### src/rtl/rv_pkg.sv
// Shared commit-path types: the buffered commit entry and the helper that
// blanks an invalid slot or suppresses the write of an x0 destination.
package rv_pkg;

  localparam int REG_ADDR_W  = 5;
  localparam int COMMIT_XLEN = 32;

  typedef struct packed {
    logic [COMMIT_XLEN-1:0] pc;
    logic [REG_ADDR_W-1:0]  rd;
    logic                   we;
    logic [COMMIT_XLEN-1:0] data;
  } commit_entry_t;

  function automatic commit_entry_t force_fields(input commit_entry_t e, input logic valid);
    commit_entry_t r;
    r = e;
    if (!valid) r = '0;
    else if (e.rd == '0) r.we = 1'b0;
    return r;
  endfunction

endpackage

### src/rtl/commit_fifo_2w.sv
// Circular buffer of commit entries accepting 0..2 writes and retiring 0..2
// reads per cycle; the two oldest entries are always visible at the head.
module commit_fifo_2w
  import rv_pkg::*;
#(
  parameter int DEPTH = 8
) (
  input  logic                     clk,
  input  logic                     rst_i,
  input  logic [1:0]               push_cnt,
  input  commit_entry_t            push0,
  input  commit_entry_t            push1,
  input  logic [1:0]               pop_cnt,
  output commit_entry_t            head0,
  output commit_entry_t            head1,
  output logic [$clog2(DEPTH):0]   count
);

  localparam int PW = $clog2(DEPTH);
  localparam int CW = PW + 1;

  commit_entry_t   mem [DEPTH];
  logic [PW-1:0]   wr_ptr;
  logic [PW-1:0]   rd_ptr;
  logic [PW-1:0]   wr_ptr_p1;
  logic [PW-1:0]   rd_ptr_p1;

  // Pointers are exactly PW bits wide so the mod-DEPTH wrap is free.
  assign wr_ptr_p1 = wr_ptr + PW'(1);
  assign rd_ptr_p1 = rd_ptr + PW'(1);

  always_ff @(posedge clk or posedge rst_i) begin
    if (rst_i) begin
      wr_ptr <= '0;
      rd_ptr <= '0;
      count  <= '0;
    end else begin
      wr_ptr <= wr_ptr + PW'(push_cnt);
      rd_ptr <= rd_ptr + PW'(pop_cnt);
      count  <= count + CW'(push_cnt) - CW'(pop_cnt);
    end
  end

  always_ff @(posedge clk) begin
    if (push_cnt != 2'd0) mem[wr_ptr]    <= push0;
    if (push_cnt == 2'd2) mem[wr_ptr_p1] <= push1;
  end

  assign head0 = mem[rd_ptr];
  assign head1 = mem[rd_ptr_p1];

`ifndef SYNTHESIS
  a_no_overflow: assert property (@(posedge clk) disable iff (rst_i)
    (int'(count) + int'(push_cnt) - int'(pop_cnt)) <= DEPTH);
  a_no_underflow: assert property (@(posedge clk) disable iff (rst_i)
    int'(pop_cnt) <= int'(count));
`endif

endmodule

### src/rtl/wb_order_restorer.sv
// Restores program order of a (possibly decode-swapped) writeback pair and
// presents up to two in-order commits per cycle. Optional RETIRE_CNT_EN adds retired_cnt_o.
module wb_order_restorer
  import rv_pkg::*;
#(
  parameter int DEPTH = 8,
  parameter int XLEN  = 32
) (
  input  logic                    clk,
  input  logic                    rst_i,
  input  logic                    in_valid_i,
  output logic                    in_ready_o,
  input  logic                    order_change_i,
  input  logic                    l1_valid_i,
  input  logic [XLEN-1:0]         l1_pc_i,
  input  logic [REG_ADDR_W-1:0]   l1_rd_i,
  input  logic                    l1_we_i,
  input  logic [XLEN-1:0]         l1_data_i,
  input  logic                    l2_valid_i,
  input  logic [XLEN-1:0]         l2_pc_i,
  input  logic [REG_ADDR_W-1:0]   l2_rd_i,
  input  logic                    l2_we_i,
  input  logic [XLEN-1:0]         l2_data_i,
  output logic                    c0_valid_o,
  output logic [XLEN-1:0]         c0_pc_o,
  output logic [REG_ADDR_W-1:0]   c0_rd_o,
  output logic                    c0_we_o,
  output logic [XLEN-1:0]         c0_data_o,
  output logic                    c1_valid_o,
  output logic [XLEN-1:0]         c1_pc_o,
  output logic [REG_ADDR_W-1:0]   c1_rd_o,
  output logic                    c1_we_o,
  output logic [XLEN-1:0]         c1_data_o,
  input  logic                    commit_ready_i,
  output logic [$clog2(DEPTH):0]  occupancy_o
`ifdef RETIRE_CNT_EN
  ,
  output logic [63:0]             retired_cnt_o
`endif
);

  localparam int CW = $clog2(DEPTH) + 1;

  if (XLEN != COMMIT_XLEN) begin : g_xlen_check
    $error("wb_order_restorer: XLEN must equal rv_pkg::COMMIT_XLEN");
  end

  // Handshake: a pair transfers on the rising edge where in_valid_i & in_ready_o;
  // every commit presented on c0/c1 is consumed on the edge where commit_ready_i=1.
  logic [CW-1:0]  count;
  logic [1:0]     push_cnt;
  logic [1:0]     pop_cnt;
  logic           accept;
  logic           first_v;
  logic           second_v;
  logic           c0_valid;
  logic           c1_valid;
  commit_entry_t  lane1, lane2, first, second;
  commit_entry_t  push0, push1, head0, head1, c0, c1;

  // Ready looks only at the registered count, so a same-cycle pop never raises it.
  assign in_ready_o = (count <= CW'(DEPTH - 2));
  assign accept     = in_valid_i & in_ready_o;

  assign lane1 = '{pc: l1_pc_i, rd: l1_rd_i, we: l1_we_i, data: l1_data_i};
  assign lane2 = '{pc: l2_pc_i, rd: l2_rd_i, we: l2_we_i, data: l2_data_i};

  always_comb begin
    first    = lane1;
    first_v  = l1_valid_i;
    second   = lane2;
    second_v = l2_valid_i;
    if (order_change_i) begin
      first    = lane2;
      first_v  = l2_valid_i;
      second   = lane1;
      second_v = l1_valid_i;
    end
  end

  // Compact the valid lanes so pushed entries are contiguous at the write pointer.
  always_comb begin
    push0    = first;
    push1    = second;
    push_cnt = 2'd0;
    if (accept) begin
      if (first_v && second_v) begin
        push_cnt = 2'd2;
      end else if (first_v) begin
        push_cnt = 2'd1;
      end else if (second_v) begin
        push0    = second;
        push_cnt = 2'd1;
      end
    end
  end

  assign c0_valid = (count != '0);
  assign c1_valid = (count >= CW'(2));
  assign pop_cnt  = commit_ready_i ? ({1'b0, c0_valid} + {1'b0, c1_valid}) : 2'd0;

  commit_fifo_2w #(.DEPTH(DEPTH)) u_fifo (
    .clk      (clk),
    .rst_i    (rst_i),
    .push_cnt (push_cnt),
    .push0    (push0),
    .push1    (push1),
    .pop_cnt  (pop_cnt),
    .head0    (head0),
    .head1    (head1),
    .count    (count)
  );

  assign c0 = force_fields(head0, c0_valid);
  assign c1 = force_fields(head1, c1_valid);

  assign c0_valid_o  = c0_valid;
  assign c0_pc_o     = c0.pc;
  assign c0_rd_o     = c0.rd;
  assign c0_we_o     = c0.we;
  assign c0_data_o   = c0.data;
  assign c1_valid_o  = c1_valid;
  assign c1_pc_o     = c1.pc;
  assign c1_rd_o     = c1.rd;
  assign c1_we_o     = c1.we;
  assign c1_data_o   = c1.data;
  assign occupancy_o = count;

`ifdef RETIRE_CNT_EN
  always_ff @(posedge clk or posedge rst_i) begin
    if (rst_i) retired_cnt_o <= '0;
    else       retired_cnt_o <= retired_cnt_o + 64'(pop_cnt);
  end
`endif

`ifndef SYNTHESIS
  a_push_needs_ready: assert property (@(posedge clk) disable iff (rst_i)
    (push_cnt != 2'd0) |-> in_ready_o);
`endif

endmodule

### config.mk
export PLATFORM = sky130hd
export DESIGN_NAME = wb_order_restorer
export DESIGN_NICKNAME = d
export VERILOG_FILES = /design/src/rtl/rv_pkg.sv /design/src/rtl/commit_fifo_2w.sv /design/src/rtl/wb_order_restorer.sv
export SDC_FILE = /design/constraint.sdc
export NUM_CORES = 2
export LEC_CHECK = 0
export CORE_UTILIZATION = 64
export DETAILED_ROUTE_END_ITERATION = 16
export PLACE_DENSITY_LB_ADDON = 0.15
export REMOVE_ABC_BUFFERS = 1
export SLEW_MARGIN = 20
export SYNTH_ARGS = -nofsm -noshare
export SYNTH_HDL_FRONTEND = slang
export SYNTH_SLANG_ARGS = --single-unit
### constraint.sdc
create_clock -name clk -period 19.35 [get_ports clk]
set_input_delay 3.87 -clock clk [delete_from_list [all_inputs] [get_ports clk]]
set_output_delay 3.87 -clock clk [all_outputs]
set_load 0.01 [all_outputs]
# Word-level counts from Yosys, hierarchy flattened
# Memories as Yosys holds them, arrays and structs flattened.
# Cells that the tools add are included.
[word_totals] inputBits=147 mem_bits_rw=560 mem_count=1 ff_bits=10 elab_cells=45 output_inout_bits=147
[op_classes] n_addsub=7 n_lt_le_gt_ge=2 n_bitwise=1 n_reduce_logical=5 n_eq_ne=1 muxes=25
[memory_table] memory="u_fifo.mem" words=8 word_bits=70 read_ports=2 rd_ports_with_merged_regs=0 wr=2 line_no="commit_fifo_2w.sv:22" source="commit_entry_t mem [DEPTH];"
[ops] cell="$mux W70" count=6
[ops] cell="$mux W37" count=2
[ops] cell="$mux W32" count=2
[ops] cell="$mux W1" count=12
[ops] cell="$logic_not A5 Y1" count=2
[ops] cell="$add A3 B1 Y3 const B" count=2
[ops] cell="$add A3 B2 Y3" count=2
[ops] cell="$mux W2" count=3
[ops] cell="$add A4 B2 Y4" count=1
[ops] cell="$ge A4 B2 Y1 const B" count=1
[ops] cell="$le A4 B3 Y1 const B" count=1
[ops] cell="$reduce_bool A4 Y1" count=1
[ops] cell="$sub A4 B2 Y4" count=1
[ops] cell="$add A1 B1 Y2" count=1
[ops] cell="$eq A2 B2 Y1 const B" count=1
[ops] cell="$reduce_bool A2 Y1" count=1
[ops] cell="$and A1 B1 Y1" count=1
[ops] cell="$logic_and A1 B1 Y1" count=1

# Depth between registers and ports, before layout
[depth] word_depth=8 ltp_mapped=17 mapped_depth_nobuf=15

# By module
# Synthesis repeated with hierarchy kept, for this count alone.
[hier_totals] hier_cells=3033 area_unflattened_um2=38240.4
[modules_own_cells] mod="commit_fifo_2w" cells_each=2237 instances=1 seq_area_each_um2=17066.4 area_each_um2=33662.3
[modules_own_cells] mod="wb_order_restorer" cells_each=796 instances=1 seq_area_each_um2=0.0 area_each_um2=4578.1

# Worst setup path before layout
# Ideal clock, no wire load.
[synth_timing] path_type="input port to flip-flop" from="input port order_change_i" to="memory u_fifo.mem[0][0] (netlist bit) (enable)" path_stages=6 t_arrival_ns=10.505 required_ns=18.744 setup_ns=0.606 setup_slack_ns=8.239 path_buffers=1 path_cell_list="buf_4 mux2_2 ha_1 nor2_1 or3_1 o32ai_1"
[synth_rtl] element="from (decl)" line_no="wb_order_restorer.sv:13" source="input logic order_change_i,"
[synth_rtl] element="to (decl)" line_no="commit_fifo_2w.sv:22"

# Final worst setup path
[layout_timing] from="register u_fifo.rd_ptr[1]" to="output port c1_we_o"
[layout_between] elab_chain_len=5
[layout_lines] element="from (decl)" line_no="commit_fifo_2w.sv:24" source="logic [PW-1:0] rd_ptr;"
[layout_lines] element="from (signal assigned)" line_no="commit_fifo_2w.sv:39" source="rd_ptr <= rd_ptr + PW'(pop_cnt);"
[layout_lines] element="$add A3 B1 Y3 *" line_no="commit_fifo_2w.sv:30" source="assign rd_ptr_p1 = rd_ptr + PW'(1);"
[layout_lines] element="$mem_v2 Z8 W70 *"
[layout_lines] element="$logic_not A5 Y1" line_no="rv_pkg.sv:19" source="else if (e.rd == '0) r.we = 1'b0;"
[layout_lines] element="$mux W1 *" line_no="rv_pkg.sv:19"
[layout_lines] element="$mux W1 *" line_no="rv_pkg.sv:18" source="if (!valid) r = '0;"
[layout_lines] element="to (decl)" line_no="wb_order_restorer.sv:32" source="output logic c1_we_o,"
# Mark *: on every way between the ends. The rest lies on a longest branch, timed or not.

==> results.json <==
{
  "drv_cap": 0,
  "slew_headroom_pct": 22.71,
  "cp.arrival_ps": 5140,
  "cts_resized": 0,
  "numCtsBuffers": 60,
  "yosys_warnings": 0,
  "postCtsHoldBufs": 0,
  "drt-initial-drc-count": 2226,
  "required_ps": 15480,
  "synth_seq_cells": 570,
  "path_clk_slew_ps": 60,
  "wl_per_cell_um": 30.36,
  "grt_antenna_before_repair": 14,
  "io_pins": 294,
  "layout_commonest_cell": "edfxtp_1",
  "fin_tns_setup_ps": 0,
  "dp_hpwl_um": 51180,
  "yosysSeqAreaShare_pct": 50.75,
  "die_area_mm2": 0.05347,
  "max-vdd-ir-drop_mv": 0.1326,
  "p_switching_mw": 2.316,
  "grt_first_pass_wirelength_um": 135500,
  "cts_post_setup_buffers_inserted": 0,
  "layout_common_cells": "edfxtp_1, mux2_2, clkdlybuf4s50_1",
  "vias_per_cell": 6.997,
  "clock_path_buffers": 3,
  "grt_pass1_vias": 22217,
  "antenna_left": 0,
  "period_minus_slack_ps": 9006,
  "clk_latency_ps": 640,
  "rsz0062_at_grt": "false",
  "power_mw": 6.260,
  "pwr-share-seq_pct": 26.6,
  "clock.fmax_mhz": 111.0,
  "status": "complete, no violations",
  "grt_max_degree": 65,
  "drtPass1Iterations": 8,
  "synth_cell_types": 41,
  "finalClockSkew_ps": 21.28,
  "syn_avg_cell_area_um2": 16.63,
  "area_growth_pct": 15.69,
  "finalNetCount": 2423,
  "critPathLaunchType": "flop",
  "path_class": "flop to output pin",
  "die_width_um": 231.2,
  "syn_area_mm2": 0.03363,
  "min_period_over_period_pct": 46.54,
  "leakage_nw": 12.95,
  "core_area_mm2": 0.05161,
  "combPwrFrac_pct": 55.0,
  "final_max_slew_viol_count": 0,
  "portBuffers": 293,
  "wirelength_um": 91060,
  "endpoint_kind": "output pin",
  "synthCells": 2022,
  "setup_viol": 0,
  "p_per_area_mw_per_mm2": 160.9,
  "crit_fanout": 51,
  "rows": 83,
  "start_util_pct": 65.16,
  "p_sw_share_pct": 37.00,
  "reg2reg_slack_ps": 15080,
  "root_buffer": "clkbuf_16",
  "gp_congestion": 0.7918,
  "die_y_um": 231.2,
  "h-tree-depth": 2,
  "cts_tree": "built",
  "grt.total_usage_pct": 34.47,
  "p_clk_share_pct": 18.4,
  "hold_viol_final": 0,
  "overflow": 0,
  "drc": 0,
  "worst_pin_slew_ps": 1159,
  "min_path_type": "flop to flop",
  "p_int_mw": 3.944,
  "cts.sinks": 570,
  "final_layout_size_suffix_gt1_share_pct": 42.21,
  "via_count": 20983
}
-- critical path: stages (launching register included) --
cell             delay, ps
dfrtp_4               1020
ha_4                   650
buf_12                 290
buf_4                  810
mux4_2                 600
mux2i_1                220
and4_1                 230
a211oi_1                70
clkdlybuf4s50_1        520
-- metal layers --
layer | vias up | routed length (um) | track usage [%]
met3 | 201 | 8682 | 6.262
li1 | 8704 | - | -
met4 | 12 | 2819 | 13.12
met2 | 1146 | 44950 | 56.21
met1 | 10920 | 34550 | 46.49
met5 | - | 69 | 0
-- final timing paths --
kind | from | end | depth (start not counted)
min in group asynchronous | rst_i | u_fifo.wr_ptr[1]$_DFF_PP0_ | 2
worst min-delay path | u_fifo.wr_ptr[0]$_DFF_PP0_ | u_fifo.wr_ptr[0]$_DFF_PP0_ | 1
worst max register to register | u_fifo.count[2]$_DFF_PP0_ | u_fifo.count[1]$_DFF_PP0_ | 14
worst min register to register | u_fifo.wr_ptr[0]$_DFF_PP0_ | u_fifo.wr_ptr[0]$_DFF_PP0_ | 1
worst max-delay path | u_fifo.rd_ptr[1]$_DFF_PP0_ | c1_we_o | 8
max in group asynchronous | rst_i | u_fifo.rd_ptr[1]$_DFF_PP0_ | 2
-- final cells by class --
| type | instances | area, um2 |
|---|---|---|
| Multi-Input combinational cell | 1281 | 15670 |
| Clock inverter | 42 | 362.8 |
| Antenna cell | 9 | 22.52 |
| Timing Repair Buffer | 335 | 3316 |
| Fill cell | 3134 | 12710 |
| Tap cell | 680 | 850.8 |
| Clock buffer | 70 | 1560 |
| Sequential cell | 570 | 17080 |
| Inverter | 12 | 45.04 |
-- through the flow --
stage	hold slack, ps	std cells	utilization, %	instance area [um2]	setup WS [ps]
finish	668.7	2999	75.38	38910	10340
global route	722.9	2996	75.37	38900	10030
CTS	669.0	2988	75.24	38840	10140
detailed placement	654.3	2876	71.52	36910	10810
global placement	624.2	2874	71.41	36860	10800
floorplan	575.2	1863	-	32530	208.5
-- cells by family (layout without fill, tap and decap cells) --
kind of cell | count (synthesis) | after routing | share of synthesized area (%)
buffers and inverters | 171 | 459 | 3.404
other | 0 | 9 | 0
and+or+nand+nor | 242 | 242 | 2.913
adders and majority gates | 16 | 16 | 0.6623
AOI/OAI and AO/OA | 88 | 88 | 1.507
xor gates and xnor gates | 17 | 17 | 0.6548
DFF | 570 | 570 | 50.75
muxes | 918 | 918 | 40.11
-- power by group through the flow --
stage	combinational (mW)	clock [mW]	sequential (mW)
2_1_floorplan	2.41	0	1.77
3_3_place_gp	3.38	0	1.67
3_5_place_dp	3.42	0	1.69
4_1_cts	3.44	1.16	1.66
5_1_grt	3.64	1.20	1.68
6_report	3.44	1.15	1.67
-- registers in the layout, summed over array words and instances (netlist names) --
name           flops
u_fifo.count       4
u_fifo.mem       560
u_fifo.rd_ptr      3
u_fifo.wr_ptr      3
-- cell usage after synthesis (all sizes together) --
cell	n	area share (%)
clkbuf	40	0.45
mux4	280	19
dfrtp	10	0.74
o22ai	6	0.11
buf	119	2.8
or3b	1	0.026
xnor2	8	0.30
and3	1	0.019
or3	1	0.019
fa	3	0.18
a21oi	70	1.1
edfxtp	560	50
nand4	2	0.037
mux2i	76	2.3
o32ai	2	0.052
and2	4	0.074
a21o	3	0.067
mux2	562	19
o21ai	4	0.10
nor3	4	0.060
nor2b	3	0.056
nand3b	2	0.045
inv	12	0.13
a21bo	1	0.030
nand2	136	1.5
nand2b	4	0.074
and4	2	0.052
nand3	5	0.074
a211oi	2	0.045
ha	13	0.48
xor2	9	0.36
nor2	77	0.86
(Power assumes the default switching activity.)
